**src/rtl/uart_pkg.sv**
```systemverilog
// Shared UART definitions: parity modes, receiver FSM encoding and the
// 3-sample majority helper. Intended to be reused by the transmitter.
package uart_pkg;

    localparam int PARITY_NONE = 0;
    localparam int PARITY_EVEN = 1;
    localparam int PARITY_ODD  = 2;

    typedef enum logic [2:0] {
        IDLE        = 3'd0,
        START       = 3'd1,
        DATA        = 3'd2,
        PARITY      = 3'd3,
        STOP        = 3'd4,
        ESPERA_ALTO = 3'd5
    } estado_t;

    function automatic logic mayoria3(input logic a, input logic b, input logic c);
        return (a & b) | (a & c) | (b & c);
    endfunction

endpackage

```
**src/rtl/uart_rx_muestreo.sv**
```systemverilog
// rx synchroniser plus 3-sample majority voter around the bit centre.
// bitVal is meaningful on the tick where tickCnt = OVERSAMPLE/2 + 1.
module uart_rx_muestreo
    import uart_pkg::*;
#(
    parameter int OVERSAMPLE = 16,
    parameter int TW         = $clog2(OVERSAMPLE)
) (
    input  logic          clk,
    input  logic          rstN,
    input  logic          rx,
    input  logic          tick,
    input  logic [TW-1:0] tickCnt,
    output logic          rxSync,
    output logic          bitVal
);

    localparam logic [TW-1:0] T_ANT = TW'(OVERSAMPLE / 2 - 1);
    localparam logic [TW-1:0] T_MED = TW'(OVERSAMPLE / 2);

    logic rxMeta;
    logic muestra0;
    logic muestra1;

    always_ff @(posedge clk or negedge rstN) begin
        if (!rstN) begin
            rxMeta   <= 1'b1;
            rxSync   <= 1'b1;
            muestra0 <= 1'b1;
            muestra1 <= 1'b1;
        end else begin
            rxMeta <= rx;
            rxSync <= rxMeta;
            if (tick && tickCnt == T_ANT) muestra0 <= rxSync;
            if (tick && tickCnt == T_MED) muestra1 <= rxSync;
        end
    end

    // Third sample is the live synchronised value at the resolution tick.
    assign bitVal = mayoria3(muestra0, muestra1, rxSync);

endmodule

```
**src/rtl/uart_rx_os.sv**
```systemverilog
// Oversampling UART receiver, tick-gated; reports each frame to the command decoder.
// Optional UART_RX_BREAK_EN adds the pausa break strobe and the ESPERA_ALTO state.
module uart_rx_os
    import uart_pkg::*;
#(
    parameter int DATA_BITS   = 8,
    parameter int PARITY_MODE = 1,
    parameter int STOP_BITS   = 1,
    parameter int OVERSAMPLE  = 16
) (
    input  logic                 clk,
    input  logic                 rstN,
    input  logic                 tick,
    input  logic                 rx,
    output logic [DATA_BITS-1:0] dato,
    output logic                 hecho,
    output logic                 errParidad,
    output logic                 errTrama,
    output logic                 ocupado,
`ifdef UART_RX_BREAK_EN
    output logic                 pausa,
`endif
    output logic [2:0]           estadoDbg
);

    localparam int TW = $clog2(OVERSAMPLE);
    localparam logic [TW-1:0] T_RES    = TW'(OVERSAMPLE / 2 + 1);
    localparam logic [TW-1:0] T_FIN    = TW'(OVERSAMPLE - 1);
    localparam logic [3:0]    ULT_DATO = 4'(DATA_BITS - 1);
    localparam logic [3:0]    ULT_STOP = 4'(STOP_BITS - 1);

    // hecho and pausa are one-clk strobes with no back-pressure: the decoder
    // must take dato/errParidad/errTrama while hecho is high (they stay held anyway).

    estado_t              estado;
    logic [TW-1:0]        tickCnt;
    logic [3:0]           bitCnt;
    logic [DATA_BITS-1:0] shreg;
    logic                 parBit;
    logic                 stopErr;
    logic                 stopUno;
    logic                 rxSync;
    logic                 bitVal;
    logic                 resol;
    logic                 finBit;
    logic                 errPar;
    logic                 esPausa;

    uart_rx_muestreo #(
        .OVERSAMPLE(OVERSAMPLE),
        .TW        (TW)
    ) u_muestreo (
        .clk    (clk),
        .rstN   (rstN),
        .rx     (rx),
        .tick   (tick),
        .tickCnt(tickCnt),
        .rxSync (rxSync),
        .bitVal (bitVal)
    );

    assign resol     = (tickCnt == T_RES);
    assign finBit    = (tickCnt == T_FIN);
    assign ocupado   = (estado != IDLE);
    assign estadoDbg = estado;

    always_comb begin
        errPar = 1'b0;
        if (PARITY_MODE == PARITY_EVEN) errPar = (^shreg) ^ parBit;
        else if (PARITY_MODE == PARITY_ODD) errPar = ~((^shreg) ^ parBit);
    end

`ifdef UART_RX_BREAK_EN
    // Break: every bit after the start resolved low, including the final stop sample.
    assign esPausa = (shreg == '0) && !((PARITY_MODE != PARITY_NONE) && parBit)
                     && !stopUno && !bitVal;
`else
    assign esPausa = 1'b0;
`endif

    always_ff @(posedge clk or negedge rstN) begin
        if (!rstN) begin
            estado     <= IDLE;
            tickCnt    <= '0;
            bitCnt     <= '0;
            shreg      <= '0;
            parBit     <= 1'b0;
            stopErr    <= 1'b0;
            stopUno    <= 1'b0;
            dato       <= '0;
            hecho      <= 1'b0;
            errParidad <= 1'b0;
            errTrama   <= 1'b0;
`ifdef UART_RX_BREAK_EN
            pausa      <= 1'b0;
`endif
        end else begin
            hecho <= 1'b0;
`ifdef UART_RX_BREAK_EN
            pausa <= 1'b0;
`endif
            if (tick) begin
                case (estado)
                    IDLE: begin
                        if (!rxSync) begin
                            estado  <= START;
                            tickCnt <= TW'(1);
                        end
                    end
                    START: begin
                        if (resol && bitVal) begin
                            estado  <= IDLE;
                            tickCnt <= '0;
                        end else if (finBit) begin
                            estado  <= DATA;
                            tickCnt <= '0;
                            bitCnt  <= '0;
                        end else begin
                            tickCnt <= tickCnt + 1'b1;
                        end
                    end
                    DATA: begin
                        if (resol) shreg <= {bitVal, shreg[DATA_BITS-1:1]};
                        if (finBit) begin
                            tickCnt <= '0;
                            if (bitCnt == ULT_DATO) begin
                                bitCnt  <= '0;
                                stopErr <= 1'b0;
                                stopUno <= 1'b0;
                                estado  <= (PARITY_MODE != PARITY_NONE) ? PARITY : STOP;
                            end else begin
                                bitCnt <= bitCnt + 1'b1;
                            end
                        end else begin
                            tickCnt <= tickCnt + 1'b1;
                        end
                    end
                    PARITY: begin
                        if (resol) parBit <= bitVal;
                        if (finBit) begin
                            tickCnt <= '0;
                            estado  <= STOP;
                        end else begin
                            tickCnt <= tickCnt + 1'b1;
                        end
                    end
                    STOP: begin
                        if (resol && bitCnt == ULT_STOP) begin
                            // Leave at the bit centre so the next start edge is not missed.
                            estado  <= IDLE;
                            tickCnt <= '0;
                            bitCnt  <= '0;
                            if (esPausa) begin
`ifdef UART_RX_BREAK_EN
                                pausa  <= 1'b1;
                                estado <= ESPERA_ALTO;
`endif
                            end else begin
                                hecho      <= 1'b1;
                                dato       <= shreg;
                                errParidad <= errPar;
                                errTrama   <= stopErr | ~bitVal;
                            end
                        end else begin
                            if (resol) begin
                                if (bitVal) stopUno <= 1'b1;
                                else stopErr <= 1'b1;
                            end
                            if (finBit) begin
                                tickCnt <= '0;
                                bitCnt  <= bitCnt + 1'b1;
                            end else begin
                                tickCnt <= tickCnt + 1'b1;
                            end
                        end
                    end
                    ESPERA_ALTO: begin
                        if (rxSync) estado <= IDLE;
                    end
                    default: begin
                        estado  <= IDLE;
                        tickCnt <= '0;
                    end
                endcase
            end
        end
    end

endmodule

```
**config.mk**
```make
export PLATFORM = sky130hd
export DESIGN_NAME = uart_rx_os
export DESIGN_NICKNAME = d
export VERILOG_FILES = /design/src/rtl/uart_pkg.sv /design/src/rtl/uart_rx_muestreo.sv /design/src/rtl/uart_rx_os.sv
export SDC_FILE = /design/constraint.sdc
export NUM_CORES = 1
export LEC_CHECK = 0
export ABC_AREA = 0
export CORE_MARGIN = 5
export CORE_UTILIZATION = 36
export DETAILED_ROUTE_END_ITERATION = 12
export GPL_TIMING_DRIVEN = 0
export PLACE_DENSITY = 0.57
export SYNTH_ARGS = -nofsm -noshare
export SYNTH_HDL_FRONTEND = slang
export SYNTH_SLANG_ARGS = --single-unit
```
**constraint.sdc**
```tcl
create_clock -name clk -period 4.55 [get_ports clk]
set_input_delay 0.91 -clock clk [delete_from_list [all_inputs] [get_ports clk]]
set_output_delay 0.91 -clock clk [all_outputs]
set_load 0.03 [all_outputs]
```
Word-level counts from Yosys, hierarchy flattened
Cells that the tools add are included.
{ "totals": {"reg_bits": 36, "input_bits": 4, "output_inout_bits": 15, "word_cells": 96} }
{ "op_classes": {"addsub": 2, "eq_ne": 23, "muxes": 30, "bitwise_logic": 9, "reduce_logical": 18} }
{ "ops": {"columns": ["cell", "count"], "rows": [
  ["4-bit two-way mux", 10],
  ["3-bit two-way mux", 8],
  ["2-bit != test (second input constant)", 10],
  ["4-bit case mux with 5 select lines", 1],
  ["3-bit case mux with 6 select lines", 1],
  ["4-bit == test (second input constant)", 3],
  ["4-bit case mux with 3 select lines", 1],
  ["3-bit AND reduction", 4],
  ["4-bit by 1-bit adder with 4-bit output (second input constant)", 2],
  ["4-bit by 3-bit == test with 1-bit output (second input constant)", 2],
  ["1-bit two-way mux", 8],
  ["8-bit AND reduction", 1],
  ["8-bit XOR reduction", 1],
  ["7-bit AND reduction", 1],
  ["3-bit by 2-bit == test with 1-bit output (second input constant)", 2],
  ["3-bit == test (second input constant)", 2],
  ["3-bit != test (second input constant)", 2],
  ["6-bit AND reduction", 1],
  ["3-bit nonzero test", 2],
  ["1-bit logical AND", 4],
  ["4-bit zero test", 1],
  ["1-bit bitwise AND", 3],
  ["3-bit by 1-bit == test with 1-bit output (second input constant)", 1],
  ["3-bit zero test", 1],
  ["other kinds (7)", 10]
]} }

Longest topological paths before layout
Gate-level depths: netlist of run 1.
{ "logic_depth": {"depth_word": 7, "ltp_mapped": 8, "mapped_depth_nobuf": 7} }

Hierarchy
From an unflattened synthesis of run 1, not the netlist that was laid out.
{ "hier_totals": {"hier_cells": 179, "hier_area_um2": 1893.1} }
{ "by_module_without_submodules": {"columns": ["module", "instances", "cells_per_inst", "area_each_um2", "seq_area_each_um2"], "rows": [
  ["uart_rx_os", 1, 168, 1720.4, 800.8],
  ["uart_rx_muestreo", 1, 11, 172.7, 105.1]
]} }

Worst setup path after synthesis of run 1
No wires, ideal clock.
{ "synth_timing": {"path_type": "input port to flip-flop", "startpoint": "input tick", "endpoint": "register shreg[0]", "t_arrival_ps": 2142, "t_required_ps": 4422, "slack_ps": 2280, "path_stages": 5, "n_path_buf": 2, "cell_sequence": "buf_2 inv_1 or4_1 buf_2 mux2_1"} }
{ "synth_between": {"elab_chain_len": 1} }
{ "synth_lines": {"columns": ["item", "line", "text"], "rows": [
  ["start: declaration", "uart_rx_os.sv:13", "input logic tick,"],
  ["3-bit AND reduction (no source line)", null, null],
  ["end signal: assignment", "uart_rx_os.sv:123", "if (resol) shreg <= {bitVal, shreg[DATA_BITS-1:1]};"],
  ["end: declaration", "uart_rx_os.sv:38", "logic [DATA_BITS-1:0] shreg;"]
]} }
No other way between the ends.
A chain may end at the register's enable or synchronous reset.

Worst setup path in the final report of run 1
{ "layout_timing": {"startpoint": "register estado[0] (netlist: estadoDbg[0])", "endpoint": "output ocupado"} }
{ "layout_between": {"elab_chain_len": 1} }
{ "layout_lines": {"columns": ["item", "line", "text"], "rows": [
  ["start: declaration", "uart_rx_os.sv:35", "estado_t estado;"],
  ["start signal: assignment", "uart_rx_os.sv:130", "estado <= (PARITY_MODE != PARITY_NONE) ? PARITY : STOP;"],
  ["3-bit nonzero test", "uart_rx_os.sv:64", "assign ocupado = (estado != IDLE);"],
  ["end: declaration", "uart_rx_os.sv:19", "output logic ocupado,"]
]} }
No other way between the ends.

==> reports/results.txt, run 1 <==
residual DRC count - 0
Slew headroom - 45.8%
grt ovf - 0
fin. max-slew vios - 0
share of cells above drive strength 1 - 19.5%
pwr dens - 492 mW/mm2
Antenna Nets Post-Route - 0
GRT Total Usage - 11.5%
CP Data Required Time - 3.64 ns
worst path bufs/invs - 3
Initial Utilization - 36.7%
wire length per cell - 13.6 um
PortBufs - 17
RSZ-0062 raised after global routing - no
clk buf depth - 2
count of cell types in the netlist - 53
Area Overhead vs Synth - 18.4%
io pins - 19
Final TNS setup - 0 ns
die footprint - 0.00713 mm2
sequential area share after synthesis - 45.4%
Syn Std Cell Area - 0.00200 mm2
die height - 84.5 um
Top delay family on crit path - buffers and inverters
critical path type - flip-flop to primary output
Synth Register Bits - 36
pre-CTS setup slack - 1.86 ns
CP Cell Sequence - buf_2 > buf_1 > nor2_1 > nand2_1 > clkdlybuf4s50_1
DRC marker count from the first detailed-route iteration - 57
Layout Cells excl Fill - 282
final hold vios - 0
Root Driver - clkbuf_8
PostCTS Resize Cnt - 0
Yosys warning count - 0
worst clock skew - 0.00582 ns
area post-placement - 0.00225 mm2
Synth area leaders - dfrtp_1, mux2_2, dfstp_2
H-tree levels - 2
Row Count - 27
most common cell after layout, fill and taps aside - dfrtp_1
CP max FO - 10
initial antenna violation count - 0
syn_area_per_cell - 10.8 um2
post-route cell area - 0.00236 mm2
Chip Width - 84.5 um
CTS tree - yes
Peak supply drop - 0.000284 V
Worst setup SP type - flip-flop
R2R depth - 7
worst min path class - flip-flop to flip-flop
worst endpoint data arrival time - 2.14 ns
Crit path depth - 5
Reg area - 906 um2
Crit-path slowest cell - clkdlybuf4s50_1
Post-synth EDFFs - 0
status - finished, final reports clean
core area - 0.00544 mm2
most frequent cells in the layout - dfrtp_1, clkdlybuf4s50_1, nand2_1, inv_1
syn_nets - 194
number of global-route vias before repair - 1431
period utilisation layout - 67.0%
Initial DRT Pass Iterations - 4
top-area cell type share of the netlist area - 40.1%
Min Clock Period, post-route - 3.05 ns
CP endpoint kind - primary output
vias - 1471
Max Cap Viol - 0
Worst-Skew Late Latency - 0.29 ns
antenna fix cells - 0
Post-CTS Setup Inserts - 0
Multi-input gate area - 0.00101 mm2
largest net degree at the start of global routing - 37
first-pass GRT wire length - 6.73 mm
worst hold stages - 0
Clock Pin Slew Worst Setup and Hold Paths - 0.07 ns
Leakage - 1.03 nW
# clock sinks - 36
final WL - 3.85 mm
cell taking the most area after synthesis - dfrtp_1
ys flop type - dfrtp_1
nets@finish - 218
Critical Path Max Stage Delay - 0.68 ns
setup ws final - 1.50 ns
fraction of registers with async set/reset - 100%
DP HPWL - 2.76 mm
fillcell total - 537
worst slew pin tran - 0.813 ns
CTS Buf Count - 5
number of vias per cell - 5.22
hold_buf cts - 0
Fmax - 328 MHz
dpl cells - 274
synthesized instance count - 185
Final Setup Violations - 0
final RePlAce weighted congestion - 0.814
-- worst paths after layout --
check / slack [ns] / end / start
min in group asynchronous: 0.71 / shreg[2]$_DFFE_PN0P_ / rstN
max: 1.50 / ocupado / estadoDbg[0]$_DFFE_PN0P_
max in group asynchronous: 3.33 / tickCnt[2]$_DFFE_PN0P_ / rstN
min: 0.36 / u_muestreo.rxSync$_DFF_PN1_ / u_muestreo.rxMeta$_DFF_PN1_
min reg2reg: 0.36 / u_muestreo.rxSync$_DFF_PN1_ / u_muestreo.rxMeta$_DFF_PN1_
max reg2reg: 2.46 / bitCnt[0]$_DFFE_PN0P_ / bitCnt[0]$_DFFE_PN0P_
-- power breakdown --
| group | switching (W) | total, W | internal (W) |
|---|---|---|---|
| Sequential | 0.0000529 | 0.000425 | 0.000372 |
| Clock | 0.000119 | 0.000281 | 0.000162 |
| Combinational | 0.000263 | 0.000457 | 0.000195 |
-- per-stage QoR --
step / util [%] / hold slack [ns] / power [W]
final: 43.4 / 0.357 / 0.00116
after global routing: 43.4 / 0.368 / 0.00125
after CTS: 43.4 / 0.358 / 0.00118
after detailed placement: 41.4 / 0.347 / 0.000888
after global placement: 41.5 / 0.346 / 0.000886
after floorplan: - / 0.345 / 0.000776
-- final cells by class --
class	instances	area share (%)
multi-input combinational	131	42.7
sequential	36	38.3
tap	72	3.81
clock inverter	3	1.80
buffer	7	1.64
timing repair buffer	17	6.99
clock buffer	5	2.91
inverter	11	1.75
-- sequential cells by signal (all words and copies together), names as in the netlist, 3 cells and up --
name / flops
tickCnt: 4
estadoDbg: 3
dato: 8
shreg: 8
bitCnt: 4
-- cells in the mapped netlist (2+ instances only) --
master / count
a211oi_1: 2
a21o_1: 3
a21oi_1: 5
a31oi_1: 2
buf_2: 4
dfrtp_1: 32
dfstp_2: 4
ha_1: 5
inv_1: 11
mux2_1: 9
mux2_2: 10
nand2_1: 14
nand2b_1: 2
nand3_1: 7
nand4_1: 5
nor2_1: 10
nor2b_1: 3
nor3_1: 4
nor4b_1: 2
o21ai_0: 6
o21ai_1: 4
o22ai_1: 3
or3b_1: 2
xnor2_1: 7
-- routing by layer --
metal	up-vias	wire length [um]	track usage [%]
li1	712	-	-
met1	717	1820	15.2
met2	35	1790	18.3
met3	7	178	2.55
met4	0	65	4.75
met5	-	0	0
-- worst register-to-register path, stage by stage (launching register included) --
cell	delay, ns
dfrtp_1	0.43
inv_1	0.08
ha_1	0.15
or3b_4	0.41
o21ai_2	0.13
a41oi_2	0.18
or2_4	0.32
mux2_4	0.30
-- logic make-up after synthesis --
| logic type | synth area share, % |
|---|---|
| AOI/OAI and AO/OA | 13.7 |
| xor gates and xnor gates | 3.51 |
| adders and majority gates | 3.70 |
| buffers and inverters | 4.01 |
| DFF | 45.4 |
| muxes | 11.5 |
| and+or+nand+nor | 18.2 |
Note: power is estimated with default switching activity, not from simulation.
==> run 2, diff against run 1 <==
clock period = 3 ns   (was 4.55 ns; I/O delays follow)
==> results of run 2 <==
Same layout as run 1 (identical final DEF). Status: finished, final reports clean.
Main changes from that run: setup slack after placement 1.86 ns -> 0.621 ns; setup slack after layout 1.50 ns -> 0.259 ns; register-to-register setup slack 2.46 ns -> 0.91 ns; total power 0.00116 W -> 0.00176 W; worst IR drop on VDD 0.000284 V -> 0.000430 V
